<file path="config.mk">
export PLATFORM = sky130hd
export DESIGN_NAME = alu_uart_interface_flat
export DESIGN_NICKNAME = d
export VERILOG_FILES = /design/src/rtl/alu_uart_interface_pkg.sv /design/src/rtl/alu_uart_interface_if.sv /design/src/rtl/alu_uart_interface_rx_byte_checker.sv /design/src/rtl/alu_uart_interface.sv /design/src/flat_wrapper.sv
export SDC_FILE = /design/constraint.sdc
export NUM_CORES = 1
export LEC_CHECK = 0
export ABC_CLOCK_PERIOD_IN_PS = 2400
export CAP_MARGIN = 10
export CORE_UTILIZATION = 44
export DETAILED_ROUTE_END_ITERATION = 12
export GPL_ROUTABILITY_DRIVEN = 0
export GPL_TIMING_DRIVEN = 0
export PLACE_DENSITY = 0.88
export SLEW_MARGIN = 20
export SYNTH_ARGS = -nofsm -noshare
export SYNTH_HDL_FRONTEND = slang
export SYNTH_SLANG_ARGS = --single-unit
</file>
<file path="constraint.sdc">
create_clock -name i_clock -period 2.4 [get_ports i_clock]
set_clock_uncertainty 0.15 [all_clocks]
set_input_delay 0.48 -clock i_clock [delete_from_list [all_inputs] [get_ports i_clock]]
set_output_delay 0.48 -clock i_clock [all_outputs]
set_load 0.03 [all_outputs]
</file>
<file path="src/rtl/alu_uart_interface_pkg.sv">
// Shared types and defaults for the UART-fed ALU sequencer.
package alu_uart_interface_pkg;

  localparam int DEF_DATA_WIDTH = 8;
  localparam int DEF_OP_WIDTH   = 6;

  typedef enum logic [2:0] {
    WAIT_A  = 3'd0,
    WAIT_B  = 3'd1,
    WAIT_OP = 3'd2,
    COMPUTE = 3'd3,
    SEND    = 3'd4,
    WAIT_TX = 3'd5
  } state_e;

  // States in which an incoming byte cannot be accepted.
  function automatic logic is_busy(state_e s);
    return (s == COMPUTE) || (s == SEND) || (s == WAIT_TX);
  endfunction

endpackage

</file>
<file path="src/rtl/alu_uart_interface_if.sv">
// Bundles the receiver, ALU and transmitter connections of the sequencer.
interface alu_uart_interface_if
  import alu_uart_interface_pkg::*;
#(
  parameter int DATA_WIDTH = DEF_DATA_WIDTH,
  parameter int OP_WIDTH   = DEF_OP_WIDTH
) ();

  logic                  i_rx_done;
  logic [DATA_WIDTH-1:0] i_rx_data;
  logic                  i_rx_parity;
  logic [DATA_WIDTH-1:0] i_alu_result;
  logic                  i_tx_done;
  logic [DATA_WIDTH-1:0] o_alu_a;
  logic [DATA_WIDTH-1:0] o_alu_b;
  logic [OP_WIDTH-1:0]   o_alu_op;
  logic                  o_tx_start;
  logic [DATA_WIDTH-1:0] o_tx_data;
  logic                  o_parity_err;
  logic                  o_overrun;

  // Sequencer side.
  modport slave (
    input  i_rx_done, i_rx_data, i_rx_parity, i_alu_result, i_tx_done,
    output o_alu_a, o_alu_b, o_alu_op, o_tx_start, o_tx_data,
           o_parity_err, o_overrun
  );

  // Surrounding UART/ALU side.
  modport master (
    output i_rx_done, i_rx_data, i_rx_parity, i_alu_result, i_tx_done,
    input  o_alu_a, o_alu_b, o_alu_op, o_tx_start, o_tx_data,
           o_parity_err, o_overrun
  );

endinterface

</file>
<file path="src/rtl/alu_uart_interface_rx_byte_checker.sv">
// Turns the receiver's done level into a single-cycle event and splits it
// into good-byte and bad-parity pulses on the same cycle as the rising edge.
module rx_byte_checker
  import alu_uart_interface_pkg::*;
#(
  parameter int DATA_WIDTH = DEF_DATA_WIDTH,
  parameter bit PARITY_ODD = 1'b0
) (
  input  logic                  i_clock,
  input  logic                  i_reset,
  input  logic                  i_rx_done,
  input  logic [DATA_WIDTH-1:0] i_rx_data,
  input  logic                  i_rx_parity,
  output logic                  byte_valid,
  output logic                  parity_err
);

  logic rx_done_q, rx_done_d;
  logic done_edge;
  logic parity_ok;

  // Edge detect and parity classification of the incoming byte.
  always_comb begin
    rx_done_d  = i_rx_done;
    done_edge  = i_rx_done & ~rx_done_q;
    parity_ok  = ((^i_rx_data) ^ i_rx_parity) == PARITY_ODD;
    byte_valid = done_edge & parity_ok;
    parity_err = done_edge & ~parity_ok;
  end

  // Previous-cycle copy of the done flag.
  always_ff @(posedge i_clock) begin
    if (i_reset) rx_done_q <= 1'b0;
    else         rx_done_q <= rx_done_d;
  end

endmodule

</file>
<file path="src/rtl/alu_uart_interface.sv">
// Collects operand A, operand B and an opcode from UART bytes, samples the
// external ALU result and hands it to the transmitter.
//
//   state   | meaning
//   --------+------------------------------------------------
//   WAIT_A  | waiting for operand A byte
//   WAIT_B  | waiting for operand B byte
//   WAIT_OP | waiting for opcode byte
//   COMPUTE | one cycle: latch ALU result into tx data
//   SEND    | tx_start is high during this cycle
//   WAIT_TX | waiting for transmitter done
module alu_uart_interface
  import alu_uart_interface_pkg::*;
#(
  parameter int DATA_WIDTH = DEF_DATA_WIDTH,
  parameter int OP_WIDTH   = DEF_OP_WIDTH,
  parameter bit PARITY_ODD = 1'b0
) (
  input logic                i_clock,
  input logic                i_reset,
  alu_uart_interface_if.slave bus
);

  logic byte_valid;
  logic parity_err;

  rx_byte_checker #(
    .DATA_WIDTH (DATA_WIDTH),
    .PARITY_ODD (PARITY_ODD)
  ) u_rx_byte_checker (
    .i_clock     (i_clock),
    .i_reset     (i_reset),
    .i_rx_done   (bus.i_rx_done),
    .i_rx_data   (bus.i_rx_data),
    .i_rx_parity (bus.i_rx_parity),
    .byte_valid  (byte_valid),
    .parity_err  (parity_err)
  );

  state_e                state_q, state_d;
  logic [DATA_WIDTH-1:0] alu_a_q, alu_a_d;
  logic [DATA_WIDTH-1:0] alu_b_q, alu_b_d;
  logic [OP_WIDTH-1:0]   alu_op_q, alu_op_d;
  logic [DATA_WIDTH-1:0] tx_data_q, tx_data_d;
  logic                  tx_start_q, tx_start_d;
  logic                  parity_err_q, parity_err_d;
  logic                  overrun_q, overrun_d;

  // Next-state and next-output logic; pulses are raised one cycle early so
  // the registered copies line up with the state they belong to.
  always_comb begin
    state_d      = state_q;
    alu_a_d      = alu_a_q;
    alu_b_d      = alu_b_q;
    alu_op_d     = alu_op_q;
    tx_data_d    = tx_data_q;
    tx_start_d   = 1'b0;
    parity_err_d = 1'b0;
    overrun_d    = 1'b0;

    case (state_q)
      WAIT_A: begin
        if (byte_valid) begin
          alu_a_d = bus.i_rx_data;
          state_d = WAIT_B;
        end else if (parity_err) begin
          parity_err_d = 1'b1;
        end
      end
      WAIT_B: begin
        if (byte_valid) begin
          alu_b_d = bus.i_rx_data;
          state_d = WAIT_OP;
        end else if (parity_err) begin
          parity_err_d = 1'b1;
        end
      end
      WAIT_OP: begin
        if (byte_valid) begin
          alu_op_d = bus.i_rx_data[OP_WIDTH-1:0];
          state_d  = COMPUTE;
        end else if (parity_err) begin
          parity_err_d = 1'b1;
        end
      end
      COMPUTE: begin
        tx_data_d  = bus.i_alu_result;
        tx_start_d = 1'b1;
        state_d    = SEND;
      end
      SEND: begin
        state_d = WAIT_TX;
      end
      WAIT_TX: begin
        if (bus.i_tx_done) state_d = WAIT_A;
      end
      default: begin
        state_d = WAIT_A;
      end
    endcase

    // Any byte arriving while a result is in flight is dropped, good or bad.
    if (is_busy(state_q) && (byte_valid || parity_err)) overrun_d = 1'b1;
  end

  // State and registered outputs.
  always_ff @(posedge i_clock) begin
    if (i_reset) begin
      state_q      <= WAIT_A;
      alu_a_q      <= '0;
      alu_b_q      <= '0;
      alu_op_q     <= '0;
      tx_data_q    <= '0;
      tx_start_q   <= 1'b0;
      parity_err_q <= 1'b0;
      overrun_q    <= 1'b0;
    end else begin
      state_q      <= state_d;
      alu_a_q      <= alu_a_d;
      alu_b_q      <= alu_b_d;
      alu_op_q     <= alu_op_d;
      tx_data_q    <= tx_data_d;
      tx_start_q   <= tx_start_d;
      parity_err_q <= parity_err_d;
      overrun_q    <= overrun_d;
    end
  end

  assign bus.o_alu_a      = alu_a_q;
  assign bus.o_alu_b      = alu_b_q;
  assign bus.o_alu_op     = alu_op_q;
  assign bus.o_tx_data    = tx_data_q;
  assign bus.o_tx_start   = tx_start_q;
  assign bus.o_parity_err = parity_err_q;
  assign bus.o_overrun    = overrun_q;

endmodule

</file>
<file path="src/flat_wrapper.sv">
// flat-port wrapper written by rule: the top's interface ports become plain ports
module alu_uart_interface_flat import alu_uart_interface_pkg::*;
#(
  parameter int DATA_WIDTH = DEF_DATA_WIDTH,
  parameter int OP_WIDTH   = DEF_OP_WIDTH,
  parameter bit PARITY_ODD = 1'b0
)
  (i_clock, i_reset, bus_i_rx_done, bus_i_rx_data, bus_i_rx_parity, bus_i_alu_result, bus_i_tx_done, bus_o_alu_a, bus_o_alu_b, bus_o_alu_op, bus_o_tx_start, bus_o_tx_data, bus_o_parity_err, bus_o_overrun);
  alu_uart_interface_if #(.DATA_WIDTH(DATA_WIDTH), .OP_WIDTH(OP_WIDTH)) bus_i ();
  input logic i_clock;
  input logic i_reset;
  input wire logic [$bits(bus_i.i_rx_done)-1:0] bus_i_rx_done;
  input wire logic [$bits(bus_i.i_rx_data)-1:0] bus_i_rx_data;
  input wire logic [$bits(bus_i.i_rx_parity)-1:0] bus_i_rx_parity;
  input wire logic [$bits(bus_i.i_alu_result)-1:0] bus_i_alu_result;
  input wire logic [$bits(bus_i.i_tx_done)-1:0] bus_i_tx_done;
  output wire logic [$bits(bus_i.o_alu_a)-1:0] bus_o_alu_a;
  output wire logic [$bits(bus_i.o_alu_b)-1:0] bus_o_alu_b;
  output wire logic [$bits(bus_i.o_alu_op)-1:0] bus_o_alu_op;
  output wire logic [$bits(bus_i.o_tx_start)-1:0] bus_o_tx_start;
  output wire logic [$bits(bus_i.o_tx_data)-1:0] bus_o_tx_data;
  output wire logic [$bits(bus_i.o_parity_err)-1:0] bus_o_parity_err;
  output wire logic [$bits(bus_i.o_overrun)-1:0] bus_o_overrun;
  assign bus_i.i_rx_done = bus_i_rx_done;
  assign bus_i.i_rx_data = bus_i_rx_data;
  assign bus_i.i_rx_parity = bus_i_rx_parity;
  assign bus_i.i_alu_result = bus_i_alu_result;
  assign bus_i.i_tx_done = bus_i_tx_done;
  assign bus_o_alu_a = bus_i.o_alu_a;
  assign bus_o_alu_b = bus_i.o_alu_b;
  assign bus_o_alu_op = bus_i.o_alu_op;
  assign bus_o_tx_start = bus_i.o_tx_start;
  assign bus_o_tx_data = bus_i.o_tx_data;
  assign bus_o_parity_err = bus_i.o_parity_err;
  assign bus_o_overrun = bus_i.o_overrun;
  alu_uart_interface #(.DATA_WIDTH(DATA_WIDTH), .OP_WIDTH(OP_WIDTH), .PARITY_ODD(PARITY_ODD)) u_core (.i_clock(i_clock), .i_reset(i_reset), .bus(bus_i));
endmodule
</file>
==> reports/metrics.cfg, run 1 <==
[synth]
synth_top_cell_area_share_pct = 48.37
synth_fp_nets = 160
synth_seq_area_share_pct = 48.37
syn_avg_cell_area_um2 = 11.02
synth-seq-cells = 37
synthCells = 139
synth.distinct_cells = 27
ys_warn_count = 0
synth_top_cell_by_area = dfxtp_1
synthTopCellsByArea = dfxtp_1 48%, mux2i_1 20%, nor2_1 8.1%
synth_area_mm2 = 0.001531

[final_layout]
finalNetCount = 224
antennaDiodeCount = 0
areaGrowthSynthToFinish_pct = 46.98
drive_gt1_share_pct = 9.314

[global_routing]
grtUsageTotal_pct = 19.93
grt_pass1_wl_mm = 5.306
overflow = 0
grt_max_degree = 11
grt_pass1_vias = 1202
antenna_found_initial = 0

[cts]
cts_buffers = 5
cts_tree = yes
cts.sinks = 37
path_clk_slew_ps = 110
insertion_delay_ps = 330
cts_buffer_depth = 2
root_buffer = clkbuf_4
postCtsHoldBufs = 0
ctsHtreeMaxLevel = 2

[worst_setup_path]
regToRegStartpoint = u_core.state_q[0]
cp-start-kind = input port
cp-startpoint = bus_i_rx_data[2]
r2r_setup_slack_ps = 400
rr_worst_depth = 6
required_ps = 2500
worstPathMaxFanout = 5
path_class = input port to register
r2r_end = u_core.bus.o_alu_b[7]
worst_ep_arrival_time_ps = 2360
endpoint_kind = register

[sta]
hold_viol = 0
finalHoldWorstSlack_ps = 205.2
worst_pin_slew_ps = 561.4
min_period_over_period_pct = 94.24
finalSetupViolCount = 0
rsz0062_at_grt = false
slew_violations = 0
slew_headroom_pct = 62.57
max_freq_ghz = 0.4421
finalCriticalPeriod_ps = 2262

[power_and_ir_drop]
p_comb_share_pct = 27.9
p_int_mw = 0.9545
power_switching_mw = 0.3844
ir_drop_uv = 327.0
power.leakage_nw = 0.8940
p_seq_share_pct = 49.5
p_total_mw = 1.339
switching_share_pct = 28.71
p_per_area_mw_per_mm2 = 594.8
clkPwrFrac_pct = 22.6

[worst_hold_path]
hold_path_startpoint = i_reset
hold_depth = 2
hold_class = input port to register
hold_end = u_core.bus.o_alu_a[7]

[detailed_routing]
first_pass_iters = 4
postRouteAntennaNets = 0
routed_wl_mm = 3.525
drc = 0
drt_iter0_drc = 62
vias = 1242
wl_per_cell_um = 14.10
vias_per_cell = 4.968

[die]
die_y_um = 61.00
fp.coreArea_mm2 = 0.003337
die_area_mm2 = 0.003720
io_pins = 54
start_util_pct = 45.89
fp-row-count = 21
die_x_um = 61.00

[placement]
hpwl_mm = 2.487
portBuffers = 52

[status]
status = finished, final reports clean

[flow_run]
cap_violations = 0

[synth_stat cells]
cell type and number:
o21a_1 1, xnor2_1 3, nand3_1 6, nand2b_1 2, a21oi_1 2, mux2i_4 3, nor2b_1 3, xor2_1 1
dlymetal6s2s_1 1, nor4b_1 1, nor3b_1 2, xnor3_2 2, buf_6 1, buf_1 1, a31oi_1 1, clkbuf_1 1
a211oi_1 1, xor3_2 1, nand3b_1 1, nor2_1 33, o21ai_0 1, dfxtp_1 37, or4_1 1, mux2i_1 30
a21o_1 1, and3_1 1, dlygate4sd3_1 1
[state kept, by name, indices dropped and copies added (netlist names), 3 cells and up]
register	cells
u_core.bus.o_alu_a	8
u_core.bus.o_alu_b	8
u_core.bus.o_tx_data	8
u_core.bus.o_alu_op	6
u_core.state_q	3
[power groups by stage]
stage                     registers [mW]  logic [mW]  clock network (mW)
after floorplan                    0.719       0.167                   0
after global placement             0.673       0.316                   0
after detailed placement           0.676       0.327                   0
after CTS                          0.662       0.361               0.314
after global routing               0.666       0.394               0.341
final                              0.662       0.374               0.303
[layer usage]
metal | part of all wire (%) | vias to the layer above | global-route usage (%)
li1 | - | 600 | -
met1 | 42 | 589 | 22.28
met2 | 51 | 48 | 35.16
met3 | 5.9 | 5 | 5.330
met4 | 1.2 | 0 | 9.416
met5 | 0 | - | 0
[kinds of logic after synthesis]
family	after synthesis	synth area share, %
xor gates and xnor gates	7	7.027
muxes	33	24.02
and+or+nand+nor	50	15.03
AOI/OAI and AO/OA	7	2.860
DFF	37	48.37
buffers and inverters	5	2.695
[layout by cell type, fill, tap and decap left out, types with 2 or more instances in the layout]
cell             netlist  routed
nand2b_1               2       2
clkbuf_1               1       4
nor3b_1                2       2
clkbuf_4               0       5
buf_4                  0       2
mux2i_4                3       3
a21oi_1                2       2
xnor2_1                3       2
dfxtp_1               37      37
nand3_1                6       6
nor2b_1                3       3
dlygate4sd2_1          0       2
clkdlybuf4s50_1        0      48
nor2_1                33      33
mux2i_1               30      30
buf_12                 0       3
xnor3_2                2       2
dlymetal6s2s_1         1       3
[worst max-delay path by stage]
stage,slack [ps],endpoint
after floorplan,290,u_core.state_q[0]
after global placement,-420,u_core.bus.o_alu_a[2]
after detailed placement,-470,u_core.bus.o_alu_b[7]
after CTS,50,u_core.bus.o_alu_op[2]
after global routing,70,u_core.bus.o_alu_op[0]
final,140,u_core.state_q[0]
[worst max-delay path, cell delays in order]
cell             delay (ps)
clkdlybuf4s50_1         620
xor3_2                  460
xnor2_2                 190
or4_1                   410
a31oi_1                 190
[through the flow]
step / utilization, % / setup TNS, ps / std cells / worst slack [ps] / instance area, um2
after floorplan: - / 0 / 139 / 294.2 / 1531
after global placement: 63.22 / -8712 / 237 / -418.8 / 2110
after detailed placement: 63.22 / -9783 / 237 / -467.7 / 2110
after CTS: 66.03 / 0 / 247 / 45.22 / 2203
after global routing: 67.45 / 0 / 250 / 66.31 / 2251
final: 67.45 / 0 / 250 / 138.1 / 2251
[what timing repair did]
item / 4_1_cts / 5_1_grt
hold endpoints to repair: 0 / 0
buffers inserted: 2 / 3
pin swaps: 1 / 1
setup endpoints to repair: 17 / 16
gates resized for setup: 3 / 3
[area by class of cell]
| type | instances | area (um2) |
|---|---|---|
| buffer | 5 | 41.29 |
| clock buffer | 8 | 48.80 |
| fill | 258 | 1086 |
| multi-input combinational | 97 | 764.5 |
| sequential | 37 | 740.7 |
| tap | 46 | 57.56 |
| timing repair buffer | 57 | 598.1 |
No activity file was read; power rests on OpenSTA's default activity.
==> run 2, diff against run 1 <==
--- a/config.mk
+++ b/config.mk
@@ -8,9 +8,10 @@
 export ABC_CLOCK_PERIOD_IN_PS = 2400
 export CAP_MARGIN = 10
-export CORE_UTILIZATION = 44
+export CORE_UTILIZATION = 45
+export CTS_BUF_LIST = sky130_fd_sc_hd__clkbuf_4 sky130_fd_sc_hd__clkbuf_8
 export DETAILED_ROUTE_END_ITERATION = 12
 export GPL_ROUTABILITY_DRIVEN = 0
 export GPL_TIMING_DRIVEN = 0
-export PLACE_DENSITY = 0.88
+export PLACE_DENSITY = 0.89
 export SLEW_MARGIN = 20
 export SYNTH_ARGS = -nofsm -noshare
--- a/constraint.sdc
+++ b/constraint.sdc
@@ -3,3 +3,3 @@
 set_input_delay 0.48 -clock i_clock [delete_from_list [all_inputs] [get_ports i_clock]]
 set_output_delay 0.48 -clock i_clock [all_outputs]
-set_load 0.03 [all_outputs]
+set_load 0.01 [all_outputs]
==> run 2 against run 1 <==
Compared with the run above: via count increased by 0.40%; sequential share of layout area increased by 0.17 points; wire length is 8.9% higher; register-to-register slack got worse by 220 ps; global-route usage increased by 4.5 points; cell area decreased by 0.50%; die area shrank 2.2%; fmax shrank 1.7%; count of clock-buffer cells in the layout decreased by 3; core utilization up 4.1 points.
==> reports/metrics.cfg, run 2 (same netlist as run 1, synthesis figures left out) <==
[status]
status = finished, final reports clean

[worst_setup_path]
required_ps = 2480
endpoint_kind = register
path_class = input port to register
worst_ep_arrival_time_ps = 2380
worstPathMaxFanout = 8
crit_slowest_cell = clkdlybuf4s50_1
crit_path_cell_trace = clkdlybuf4s50_1 > xor3_2 > nand3_1 > mux2i_4 > mux2i_1 > nor2_1
rr_worst_depth = 5
cp-start-kind = input port
timing.critical_path.slowest_cell_delay_ps = 630

[final_layout]
drive_gt1_share_pct = 9.406
final_common_cell = clkdlybuf4s50_1
antennaDiodeCount = 0
layout_common_cells = 48 x clkdlybuf4s50_1, 37 x dfxtp_1, 33 x nor2_1
final_util_pct = 71.60
fill_cells = 230
areaGrowthSynthToFinish_pct = 46.24
final_cell_area_mm2 = 0.002240
layout.cells.non_filler = 246
finalNetCount = 222

[detailed_routing]
routed_wl_mm = 3.837
first_pass_iters = 4
wl_per_cell_um = 15.60
postRouteAntennaNets = 0
vias = 1247
drc = 0
vias_per_cell = 5.069
drt_iter0_drc = 67

[cts]
root_buffer = clkbuf_4
cts.sinks = 37
ctsHtreeMaxLevel = 2
insertion_delay_ps = 340
cts_buffer_depth = 2
path_clk_slew_ps = 110
cts_tree = yes
cts_buffers = 5

[power_and_ir_drop]
power.leakage_nw = 0.8979
p_total_mw = 1.509
p_per_area_mw_per_mm2 = 673.7
ir_drop_uv = 413.5

[die]
io_pins = 54
start_util_pct = 48.96
die_y_um = 60.34
fp-row-count = 20
die_x_um = 60.34
fp.coreArea_mm2 = 0.003128
die_area_mm2 = 0.003640

[global_routing]
grtUsageTotal_pct = 24.46
overflow = 0
grt_pass1_wl_mm = 6.258
antenna_found_initial = 0
grt_pass1_vias = 1275
grt_max_degree = 13

[sta]
tns_ps = 0
max_freq_ghz = 0.4345
min_period_over_period_pct = 95.91
finalSetupViolCount = 0
finalWorstSetupSlack_ps = 98.25
rsz0062_at_grt = false
finalCriticalPeriod_ps = 2302
worst_pin_slew_ps = 601.0
hold_viol = 0
slew_violations = 0
finalHoldWorstSlack_ps = 182.9
slew_headroom_pct = 59.94

[placement]
dpl_worst_slack_ps = -522.8
dp_cells = 235
dpl_cell_area_mm2 = 0.002107
portBuffers = 52
hpwl_mm = 2.805

[worst_hold_path]
hold_depth = 2
hold_class = input port to register

[flow_run]
cap_violations = 0

## run 2: cell types whose count changed in the layout (fill, tap and decap cells not counted)
cell       change
nor3b_2        +1
buf_12         -3
xor2_2         -1
buf_4          +1
xor2_1         +1
xnor2_1        +1
xnor2_2        -1
clkinv_2       +1
clkbuf_1       -3
nor3b_1        -1
bufinv_16      +2
## run 2: routing by layer
metal	wire length (um)	up-vias	part of all wire [%]	global-route usage [%]
li1	-	603	-	-
met1	1577	578	41	27.47
met2	1953	53	51	40.97
met3	162	13	4.2	5.544
met4	143	0	3.7	17.28
met5	0	-	0	0
## run 2: area by class of cell
cell class	count	area (um2)	area share (%)
Multi-Input combinational cell	97	754.5	33.69
Clock buffer	5	37.54	1.676
Sequential cell	37	740.7	33.07
Clock inverter	3	65.06	2.905
Timing Repair Buffer	55	545.5	24.36
Buffer	5	41.29	1.844
Tap cell	44	55.05	2.458
## run 2: worst paths after layout
path / start / end / slack (ps)
worst max-delay path: bus_i_rx_data[2] / u_core.bus.o_alu_b[7] / 100
worst min-delay path: i_reset / u_core.state_q[2] / 180
worst max register to register: u_core.state_q[0] / u_core.bus.o_alu_b[7] / 180
worst min register to register: u_core.bus.o_alu_a[4] / u_core.bus.o_alu_a[4] / 360
## run 2: where the power goes
group	switching (mW)	internal, mW
clock network	0.209	0.322
logic	0.141	0.173
registers	0.0213	0.643
## run 2: what timing repair did
item / 4_1_cts / 5_1_grt
setup endpoints to repair: 19 / 17
endpoints found under the hold margin: 0 / 0
hold buffers: 0 / 0
pin swaps: 1 / 1
gates resized for setup: 2 / 3
buffers inserted: 3 / 0
## run 2: critical path, delay by kind of cell
kind,cells,cell delay [ps]
xor gates and xnor gates,1,340
muxes,2,710
and+or+nand+nor,2,210
buffers and inverters,1,630
